File: src/rtl/sd_resp_rx_pkg.sv
// Shared definitions for the SD response path: FSM encoding, R1 bit map,
// response lengths and the default Ncr timeout.
package sd_resp_rx_pkg;

  typedef enum logic [1:0] {
    ST_IDLE       = 2'd0,
    ST_WAIT_START = 2'd1,
    ST_SHIFT      = 2'd2,
    ST_FINISH     = 2'd3
  } state_e;

  // R1 status bit positions
  localparam int R1_IDLE          = 0;
  localparam int R1_ERASE_RESET   = 1;
  localparam int R1_ILLEGAL_CMD   = 2;
  localparam int R1_CRC_ERR       = 3;
  localparam int R1_ERASE_SEQ_ERR = 4;
  localparam int R1_ADDR_ERR      = 5;
  localparam int R1_PARAM_ERR     = 6;

  localparam int R1_BITS     = 8;
  localparam int R7_BITS     = 40;
  localparam int NCR_TIMEOUT = 80;

  function automatic logic r1_has_error(input logic [7:0] r1);
    return |r1[R1_PARAM_ERR:R1_ERASE_RESET];
  endfunction

endpackage

File: src/rtl/sd_bit_timer.sv
// Bit-clock counter with load, enable and an expired flag that is high while
// the current sample is the LIMIT-th one. Saturates at LIMIT, never wraps.
module sd_bit_timer #(
  parameter int LIMIT = 80,
  localparam int W    = $clog2(LIMIT + 1)
) (
  input  logic clk,
  input  logic rst,
  input  logic load,
  input  logic en,
  output logic expired
);

  logic [W-1:0] count;

  // NOTE: sequential state uses non-blocking assignments so every register
  // samples pre-edge values regardless of process ordering.
  always_ff @(posedge clk) begin
    if (rst || load) begin
      count <= '0;
    end else if (en && (count != W'(LIMIT))) begin
      count <= count + 1'b1;
    end
  end

  assign expired = (count == W'(LIMIT - 1));

endmodule

File: src/rtl/sd_resp_rx.sv
// SD serial response receiver: waits for the start bit, shifts in an R1 or
// R3/R7 response MSB-first and presents decoded fields with a done strobe.
module sd_resp_rx
  import sd_resp_rx_pkg::*;
#(
  parameter int TIMEOUT_BITS = NCR_TIMEOUT,
  parameter int LONG_BITS    = R7_BITS
) (
  input  logic        clk,
  input  logic        rst,
  input  logic        start,
  input  logic        long_resp,
  input  logic        sdi,
  output logic        busy,
  output logic        done,
  output logic        timeout,
  output logic [7:0]  r1,
  output logic [31:0] payload,
  output logic        card_idle,
  output logic        resp_err
);

  state_e               state, state_next;
  logic [5:0]           bitcnt;
  logic [LONG_BITS-1:0] shreg;
  logic [LONG_BITS-1:0] shreg_next;
  logic                 long_q;
  logic                 last_bit;
  logic                 timer_load, timer_en, timer_expired;
  logic                 shift_en, capture, fire_timeout;
  logic [7:0]           r1_next;

  sd_bit_timer #(.LIMIT(TIMEOUT_BITS)) u_ncr_timer (
    .clk     (clk),
    .rst     (rst),
    .load    (timer_load),
    .en      (timer_en),
    .expired (timer_expired)
  );

  assign shreg_next = {shreg[LONG_BITS-2:0], sdi};
  assign last_bit   = (bitcnt == (long_q ? 6'(LONG_BITS - 1) : 6'(R1_BITS - 1)));
  assign r1_next    = long_q ? shreg_next[LONG_BITS-1 -: 8] : shreg_next[7:0];
  assign busy       = (state == ST_WAIT_START) || (state == ST_SHIFT);

  always_ff @(posedge clk) begin
    if (rst) state <= ST_IDLE;
    else     state <= state_next;
  end

  // NOTE: every combinational output gets a default first so no path can
  // leave it unassigned and infer a latch.
  always_comb begin
    state_next   = state;
    timer_load   = 1'b0;
    timer_en     = 1'b0;
    shift_en     = 1'b0;
    capture      = 1'b0;
    fire_timeout = 1'b0;
    unique case (state)
      ST_IDLE: begin
        if (start) begin
          timer_load = 1'b1;
          state_next = ST_WAIT_START;
        end
      end
      ST_WAIT_START: begin
        if (!sdi) begin
          shift_en   = 1'b1;
          state_next = ST_SHIFT;
        end else if (timer_expired) begin
          fire_timeout = 1'b1;
          state_next   = ST_IDLE;
        end else begin
          timer_en = 1'b1;
        end
      end
      ST_SHIFT: begin
        shift_en = 1'b1;
        if (last_bit) begin
          capture    = 1'b1;
          state_next = ST_FINISH;
        end
      end
      ST_FINISH: state_next = ST_IDLE;
      default:   state_next = ST_IDLE;
    endcase
  end

  // Outputs load on the edge that samples the last bit, so they are valid
  // in the same cycle as the done strobe.
  always_ff @(posedge clk) begin
    if (rst) begin
      bitcnt    <= '0;
      shreg     <= '0;
      long_q    <= 1'b0;
      done      <= 1'b0;
      timeout   <= 1'b0;
      r1        <= '0;
      payload   <= '0;
      card_idle <= 1'b0;
      resp_err  <= 1'b0;
    end else begin
      done    <= capture;
      timeout <= fire_timeout;
      if (state == ST_IDLE && start) begin
        long_q <= long_resp;
        bitcnt <= '0;
        shreg  <= '0;
      end
      if (shift_en) begin
        shreg  <= shreg_next;
        bitcnt <= bitcnt + 1'b1;
      end
      if (capture) begin
        r1        <= r1_next;
        payload   <= long_q ? shreg_next[31:0] : 32'd0;
        card_idle <= r1_next[R1_IDLE];
        resp_err  <= r1_has_error(r1_next);
      end
    end
  end

endmodule
File: config.mk
export PLATFORM = sky130hd
export DESIGN_NAME = sd_resp_rx
export DESIGN_NICKNAME = d
export VERILOG_FILES = /design/src/rtl/sd_resp_rx_pkg.sv /design/src/rtl/sd_bit_timer.sv /design/src/rtl/sd_resp_rx.sv
export SDC_FILE = /design/constraint.sdc
export NUM_CORES = 1
export LEC_CHECK = 0
export ABC_AREA = 1
export ABC_CLOCK_PERIOD_IN_PS = 1800
export CAP_MARGIN = 15
export CELL_PAD_IN_SITES_DETAIL_PLACEMENT = 1
export CELL_PAD_IN_SITES_GLOBAL_PLACEMENT = 1
export CORE_ASPECT_RATIO = 0.8
export CORE_MARGIN = 5
export CORE_UTILIZATION = 40
export DETAILED_ROUTE_END_ITERATION = 10
export DONT_BUFFER_PORTS = 1
export GPL_TIMING_DRIVEN = 0
export MAX_ROUTING_LAYER = met4
export PLACE_DENSITY = 0.81
export RECOVER_POWER = 25
export SYNTH_ARGS = -nofsm -noshare
export SYNTH_HDL_FRONTEND = slang
export SYNTH_SLANG_ARGS = --single-unit
File: constraint.sdc
create_clock -name clk -period 1.8 [get_ports clk]
set_clock_uncertainty 0.1 [all_clocks]
set_input_delay 0.27 -clock clk [delete_from_list [all_inputs] [get_ports clk]]
set_output_delay 0.27 -clock clk [all_outputs]
set_load 0.01 [all_outputs]
==> results of run 1 <==
[Yosys cell counts]
cell and n:
nor3_1 5, o21ai_0 8, a21oi_1 89, inv_2 2, nor2_1 19, a21boi_0 1
nand2_1 172, inv_1 20, ha_1 6, nor4_1 1, nand3_1 38, nor3b_1 1
buf_4 5, nor2_2 1, dfxtp_1 98, nor2_4 1, nand4_1 5, o21a_1 2
o21bai_1 1, or2_2 1, xor2_1 4, clkbuf_1 12, buf_2 11, mux2i_1 2
a31oi_1 2, buf_6 3
[path summary, 6_finish.rpt]
path / startpoint / cells after the start / end / slack (ps)
worst max-delay path: long_q$_SDFFE_PP0P_ / 9 / r1[1]$_SDFFE_PP0P_ / 50
worst min-delay path: long_resp / 2 / long_q$_SDFFE_PP0P_ / 60
worst max register to register: long_q$_SDFFE_PP0P_ / 9 / r1[1]$_SDFFE_PP0P_ / 50
worst min register to register: shreg[38]$_SDFFE_PP0P_ / 2 / shreg[38]$_SDFFE_PP0P_ / 380
[sequential cells by signal (all words and copies together) (netlist names), named ones only]
| register | flops |
|---|---|
| payload | 32 |
| state | 1 |
| resp_err | 1 |
| done | 1 |
| shreg | 39 |
| r1 | 8 |
| long_q | 1 |
| u_ncr_timer.count | 7 |
| bitcnt | 6 |
| timeout | 1 |
[layout make-up]
class | count | area, sq um | share of cell area [%]
Buffer | 31 | 223 | 4.80
Sequential cell | 98 | 1970 | 42.5
Timing Repair Buffer | 11 | 158 | 3.40
Multi-Input combinational cell | 359 | 1740 | 37.5
Clock buffer | 9 | 225 | 4.85
Clock inverter | 7 | 93.8 | 2.02
Inverter | 22 | 82.6 | 1.78
Tap cell | 119 | 149 | 3.21
[critical path, cell delays in order (launching register included)]
cell       delay, ps
dfxtp_2          420
inv_2            120
nand2_1           90
nand2_1           60
nand2_2          100
nor2_4            50
buf_4            120
bufbuf_16        250
a21oi_1          180
o21a_1           190
[what timing repair did]
item / CTS / global route
pin swaps: 3 / 5
endpoints found under the setup margin: 90 / 91
gates resized for setup: 20 / 28
endpoints found under the hold margin: 4 / 0
setup buffers: 5 / 2
cloned: 1 / 2
hold buffers: 1 / 0
[cells by family after synthesis]
group                    count (synthesis)  share of synthesized area [%]
AO/OA/AOI/OAI                          103                           13.6
buffers and inverters                   53                           6.55
adder cells (fa/ha/maj)                  6                           1.94
AND/OR/NAND/NOR                        244                           25.8
flip-flops                              98                           50.6
multiplexers                             2                          0.517
XOR/XNOR                                 4                          0.904
[per-stage QoR]
stage	util, %	instance area [sq um]	cells
2_1_floorplan	-	3870	510
3_3_place_gp	42.1	4020	629
3_5_place_dp	42.1	4020	629
4_1_cts	47.0	4500	652
5_1_grt	48.5	4640	656
6_report	48.5	4640	656
[placed cells by master, fill, tap and decap left out, types with 2 or more instances in the layout]
cell type and count:
mux2i_1 2, clkbuf_16 11, nor2_1 16, buf_4 13, nand2_1 167, nand2_2 5, o21a_1 2, nand3_1 37
inv_2 6, clkinvlp_4 2, buf_8 4, nor2_2 2, ha_2 2, xor2_1 4, bufinv_16 2, ha_1 2
a31oi_1 2, buf_6 3, ha_4 2, o21ai_0 8, dfxtp_1 93, clkbuf_4 2, nand4_1 5, dfxtp_2 4
nor3_1 5, clkinv_2 2, buf_2 3, inv_1 16, nor2_4 3, a21oi_1 88, clkbuf_1 11
[metal layers]
metal / routed length, microns / vias to the layer above / share of wire [%] / track usage, %
li1: - / 1716 / - / -
met1: 4920 / 1715 / 44 / 24.4
met2: 5490 / 75 / 49 / 33.2
met3: 496 / 26 / 4.4 / 5.79
met4: 289 / 0 / 2.6 / 5.81
met5: 0 / - / 0 / -
[power by group through the flow]
stage	clock [mW]	sequential, mW	combinational [mW]
5_1_grt	2.20	2.27	1.19
2_1_floorplan	0	2.29	0.615
4_1_cts	2.11	2.26	0.987
3_5_place_dp	0	2.30	0.842
6_report	2.07	2.27	1.08
3_3_place_gp	0	2.30	0.805
==> qor.yml, run 1 <==
run_status:
  status: "complete, no violations"
die:
  initial_core_util_pct: 40.5
  rows: 32
  pin_count: 50
  core_area_sq_um: 9570
  die-area_sq_um: 11800
  die_x_microns: 120
  fp.dieH_microns: 98.0
job:
  maxCapViolCount: 0
clock_tree:
  cts_tree: "yes"
  cts_made_buffers: 9
  clkLatencyLatePin_ps: 350
  cts_root_buffer: "clkbuf_16"
  clockBufferDepth: 2
  clk_pin_slew_ps: 70
  h-tree-depth: 3
  cts_sinks: 98
drt:
  drt_iter0_markers: 149
  post_drt_wl_per_cell_microns: 17.1
  vias_per_cell: 5.38
  drcViolationCount: 0
  drt_wl_total_microns: 11200
  via_count: 3532
  ant_nets: 0
  drt-pass1-iter-count: 4
global_route:
  track_usage_pct: 20.3
  grt_max_degree: 17
  grt_pass1_vias: 3666
  grt_first_pass_wirelength_microns: 18600
  antenna_found_initial: 0
  grt-ovfl-total: 0
yosys:
  ys_ff_latch: 98
  synth_top_area_share_pct: 50.6
  synth-warning-count: 0
  synth_area_leaders: "dfxtp_1 (51%), nand2_1 (17%), a21oi_1 (11%), nand3_1 (4.9%), ha_1 (1.9%)"
  synth_top_area_cell: "dfxtp_1"
  ys_seq_area_share_pct: 50.6
  syn_area_sq_um: 3870
  syn_area_per_cell_sq_um: 7.60
  synth_nets: 521
  syn-instance-count: 510
  ys_types: 26
setup_path:
  cp_max_fo: 8
  worstPathRequired_ps: 1990
  arrival_ps: 1950
  cp-start-kind: "flop"
  end_kind: "flop"
  worstSetupPathType: "flop to flop"
final_layout:
  drive_gt1_share_pct: 14.0
  final_nets: 543
  diodes: 0
  syn_to_final_growth_pct: 19.8
  fillers: 1148
power_and_ir_drop:
  p_int_mw: 3.82
  powerDensity_nw_per_um2: 1170
  combPwrFrac_pct: 19.9
  p_leak_nw: 1.62
  seqPwrFrac_pct: 41.9
  p_switching_mw: 1.60
  switching_share_pct: 29.6
  pwr-share-clk_pct: 38.2
  peakVddDrop_uv: 650
  p_total_mw: 5.42
timing:
  relSlewSlack_pct: 62.8
  drv_slew: 0
  setup_viol: 0
  min_period_ps: 1750
  hold_ws_ps: 56.6
  fin_setup_tns_ps: 0
  fmax_ghz: 0.570
  period_share_pct: 97.5
  fin_ws_ps: 45.3
  hold_viol: 0
  worstMarginPinSlew_ps: 559
hold_path:
  holdCritPathClass: "primary input to flop"
placement:
  gp_congestion: 0.790
  hpwl_microns: 7170
  pre_cts_ws_ps: -260
  port-buffer-count: 0
No activity file was read; power rests on OpenSTA's default activity.
==> inputs of run 2 (changes only) <==
ABC_CLOCK_PERIOD_IN_PS = 1700   (was 1800)
clock period = 1.7 ns   (was 1.8 ns; I/O delays follow)
==> qor.yml, run 2 (synthesis gave the netlist of run 1 again) <==
timing:
  hold_viol: 0  # unchanged
  drv_slew: 0  # unchanged
  setup_viol: 19  # +19
  relSlewSlack_pct: 59.8  # -3.0 points
  period_share_pct: 101  # +3.6 points
  fin_ws_ps: -19.1  # -64.4 ps
  fmax_ghz: 0.582  # +2.1%
  min_period_ps: 1720  # -35.6 ps
  worstMarginPinSlew_ps: 603  # +44.6 ps
  rsz0062_at_grt: "yes"
final_layout:
  final_nets: 551  # +1.5%
  diodes: 0  # unchanged
  top_register: "shreg"
  syn_to_final_growth_pct: 28.7
  top_regs: "shreg x39, payload x32, r1 x8"
  drive_gt1_share_pct: 24.3  # +10 points
  layout_commonest_cell: "nand2_1"
  layout_common_cells: "nand2_1 (140), dfxtp_1 (91), a21oi_1 (70)"
  largest_reg_flops: 39  # unchanged
power_and_ir_drop:
  p_total_mw: 6.32  # +17%
  peakVddDrop_uv: 515  # -21%
  powerDensity_nw_per_um2: 1270  # +8.5%
  p_leak_nw: 1.74  # +7.6%
drt:
  drt-pass1-iter-count: 4  # unchanged
  ant_nets: 0  # unchanged
  post_drt_wl_per_cell_microns: 17.8  # +4.4%
  vias_per_cell: 5.35  # -0.55%
  drt_iter0_markers: 166  # +11%
  drcViolationCount: 0  # unchanged
  drt_wl_total_microns: 11800  # +5.5%
  via_count: 3550  # +0.51%
setup_path:
  end_kind: "flop"
  worstPathRequired_ps: 1810  # -180 ps
  r2r_cells: 10  # +1
  crit_end: "payload[9]$_SDFFE_PP0P_"
  rr_endpoint: "payload[9]$_SDFFE_PP0P_"
  cp-start-kind: "flop"
  cp_max_fo: 6  # -2
  crit_start: "bitcnt[0]$_SDFFE_PP0P_"
  reg2reg_slack_ps: -20  # -60 ps
  r2r_start: "bitcnt[0]$_SDFFE_PP0P_"
  worstSetupPathType: "flop to flop"
  arrival_ps: 1830  # -120 ps
placement:
  pre_cts_ws_ps: -285  # -25.2 ps
  gp_congestion: 0.810  # +2.4%
  port-buffer-count: 0  # unchanged
  hpwl_microns: 7220  # +0.75%
die:
  initial_core_util_pct: 40.5  # unchanged
  rows: 32  # unchanged
  core_area_sq_um: 9570  # unchanged
  fp.dieH_microns: 98.0  # unchanged
  die-area_sq_um: 11800  # unchanged
  pin_count: 50  # unchanged
  die_x_microns: 120  # unchanged
clock_tree:
  h-tree-depth: 3  # unchanged
  clkLatencyLatePin_ps: 350  # about the same
  cts_tree: "yes"
  cts_sinks: 98  # unchanged
  cts_root_buffer: "clkbuf_16"
  cts_made_buffers: 9  # unchanged
  clk_pin_slew_ps: 70  # about the same
  clockBufferDepth: 2  # unchanged
run_status:
  status: "finished with violations"
  violations: "negative setup slack"
global_route:
  grt-ovfl-total: 0  # unchanged
  grt_pass1_vias: 3522  # -3.9%
  track_usage_pct: 19.4  # -0.87 points
  antenna_found_initial: 0  # unchanged
  grt_max_degree: 16  # -1
  grt_first_pass_wirelength_microns: 17700  # -4.8%
hold_path:
  holdCritPathClass: "primary input to flop"
job:
  maxCapViolCount: 0  # unchanged
==> run 2: changes by cell type in the layout (fill, tap and decap cells not counted), moves of 4 or more <==
cell,before,now
a21oi_2,1,19
nand2_1,167,140
nand2_4,0,6
buf_8,4,9
nand2_2,5,26
a21oi_1,88,70
buf_6,3,7
==> run 2: stage by stage <==
step	hold slack (ps)	TNS, ps	instances	utilization [%]	instance area, sq um
after detailed placement	321	-20470	629	42.1	4020
after global routing	50.1	-3620	663	52.1	4990
after global placement	308	-14620	629	42.1	4020
after floorplan	302	0	510	-	3870
after CTS	6.44	-393	654	48.0	4600
final	18.4	-173	663	52.1	4990
==> run 2: per-layer routing <==
layer	global-route usage [%]	routed length, microns	vias up	part of all wire (%)
met3	6.54	461	26	3.9
met2	31.7	5860	52	50
met5	-	0	-	0
met4	5.63	221	0	1.9
li1	-	-	1726	-
met1	22.8	5270	1746	45
==> run 2: repair_timing <==
action / CTS / global route
resized for setup: 40 / 92
endpoints found under the hold margin: 3 / 0
setup buffers: 6 / 7
hold buffers: 1 / 0
cloned: 3 / 4
setup endpoints to repair: 94 / 88
pin swaps: 7 / 15
==> run 2: how the worst min path moves through the flow <==
stage	start	depth (start not counted)	end
4_1_cts	long_resp	2	long_q$_SDFFE_PP0P_
2_1_floorplan	sdi	2	shreg[0]$_SDFFE_PP0P_
3_5_place_dp	sdi	2	shreg[0]$_SDFFE_PP0P_
5_1_grt	long_resp	2	long_q$_SDFFE_PP0P_
3_3_place_gp	sdi	2	shreg[0]$_SDFFE_PP0P_
6_report	long_resp	2	long_q$_SDFFE_PP0P_
==> run 2: where the power goes <==
part           switching, mW  leakage (nW)  internal, mW
combinational          0.900         0.781         0.667
clock                  0.866         0.165          1.47
sequential            0.0667         0.793          2.35
==> run 2: layout make-up <==
cell class | instances | area, sq um
Clock inverter | 5 | 103
Sequential cell | 98 | 1980
Multi-Input combinational cell | 360 | 1940
Buffer | 31 | 260
Inverter | 22 | 92.6
Timing Repair Buffer | 18 | 229
Fill cell | 1119 | 4580
Clock buffer | 10 | 239
Tap cell | 119 | 149
==> run 2: critical path, stage by stage, from the launching register on <==
cell and delay, ps:
dfxtp_4 370, ha_4 150, nand2_4 60, nor2_4 90, nand2_2 80, nor2_4 220, inv_4 90, buf_8 150
clkbuf_16 160, nand2_1 50, a21oi_1 60
==> inputs of run 3 (changes only) <==
CTS_CLUSTER_DIAMETER = 100   (was default)
==> results of run 3 <==
Same layout as run 2: the final DEF is identical, and so are final timing and power.
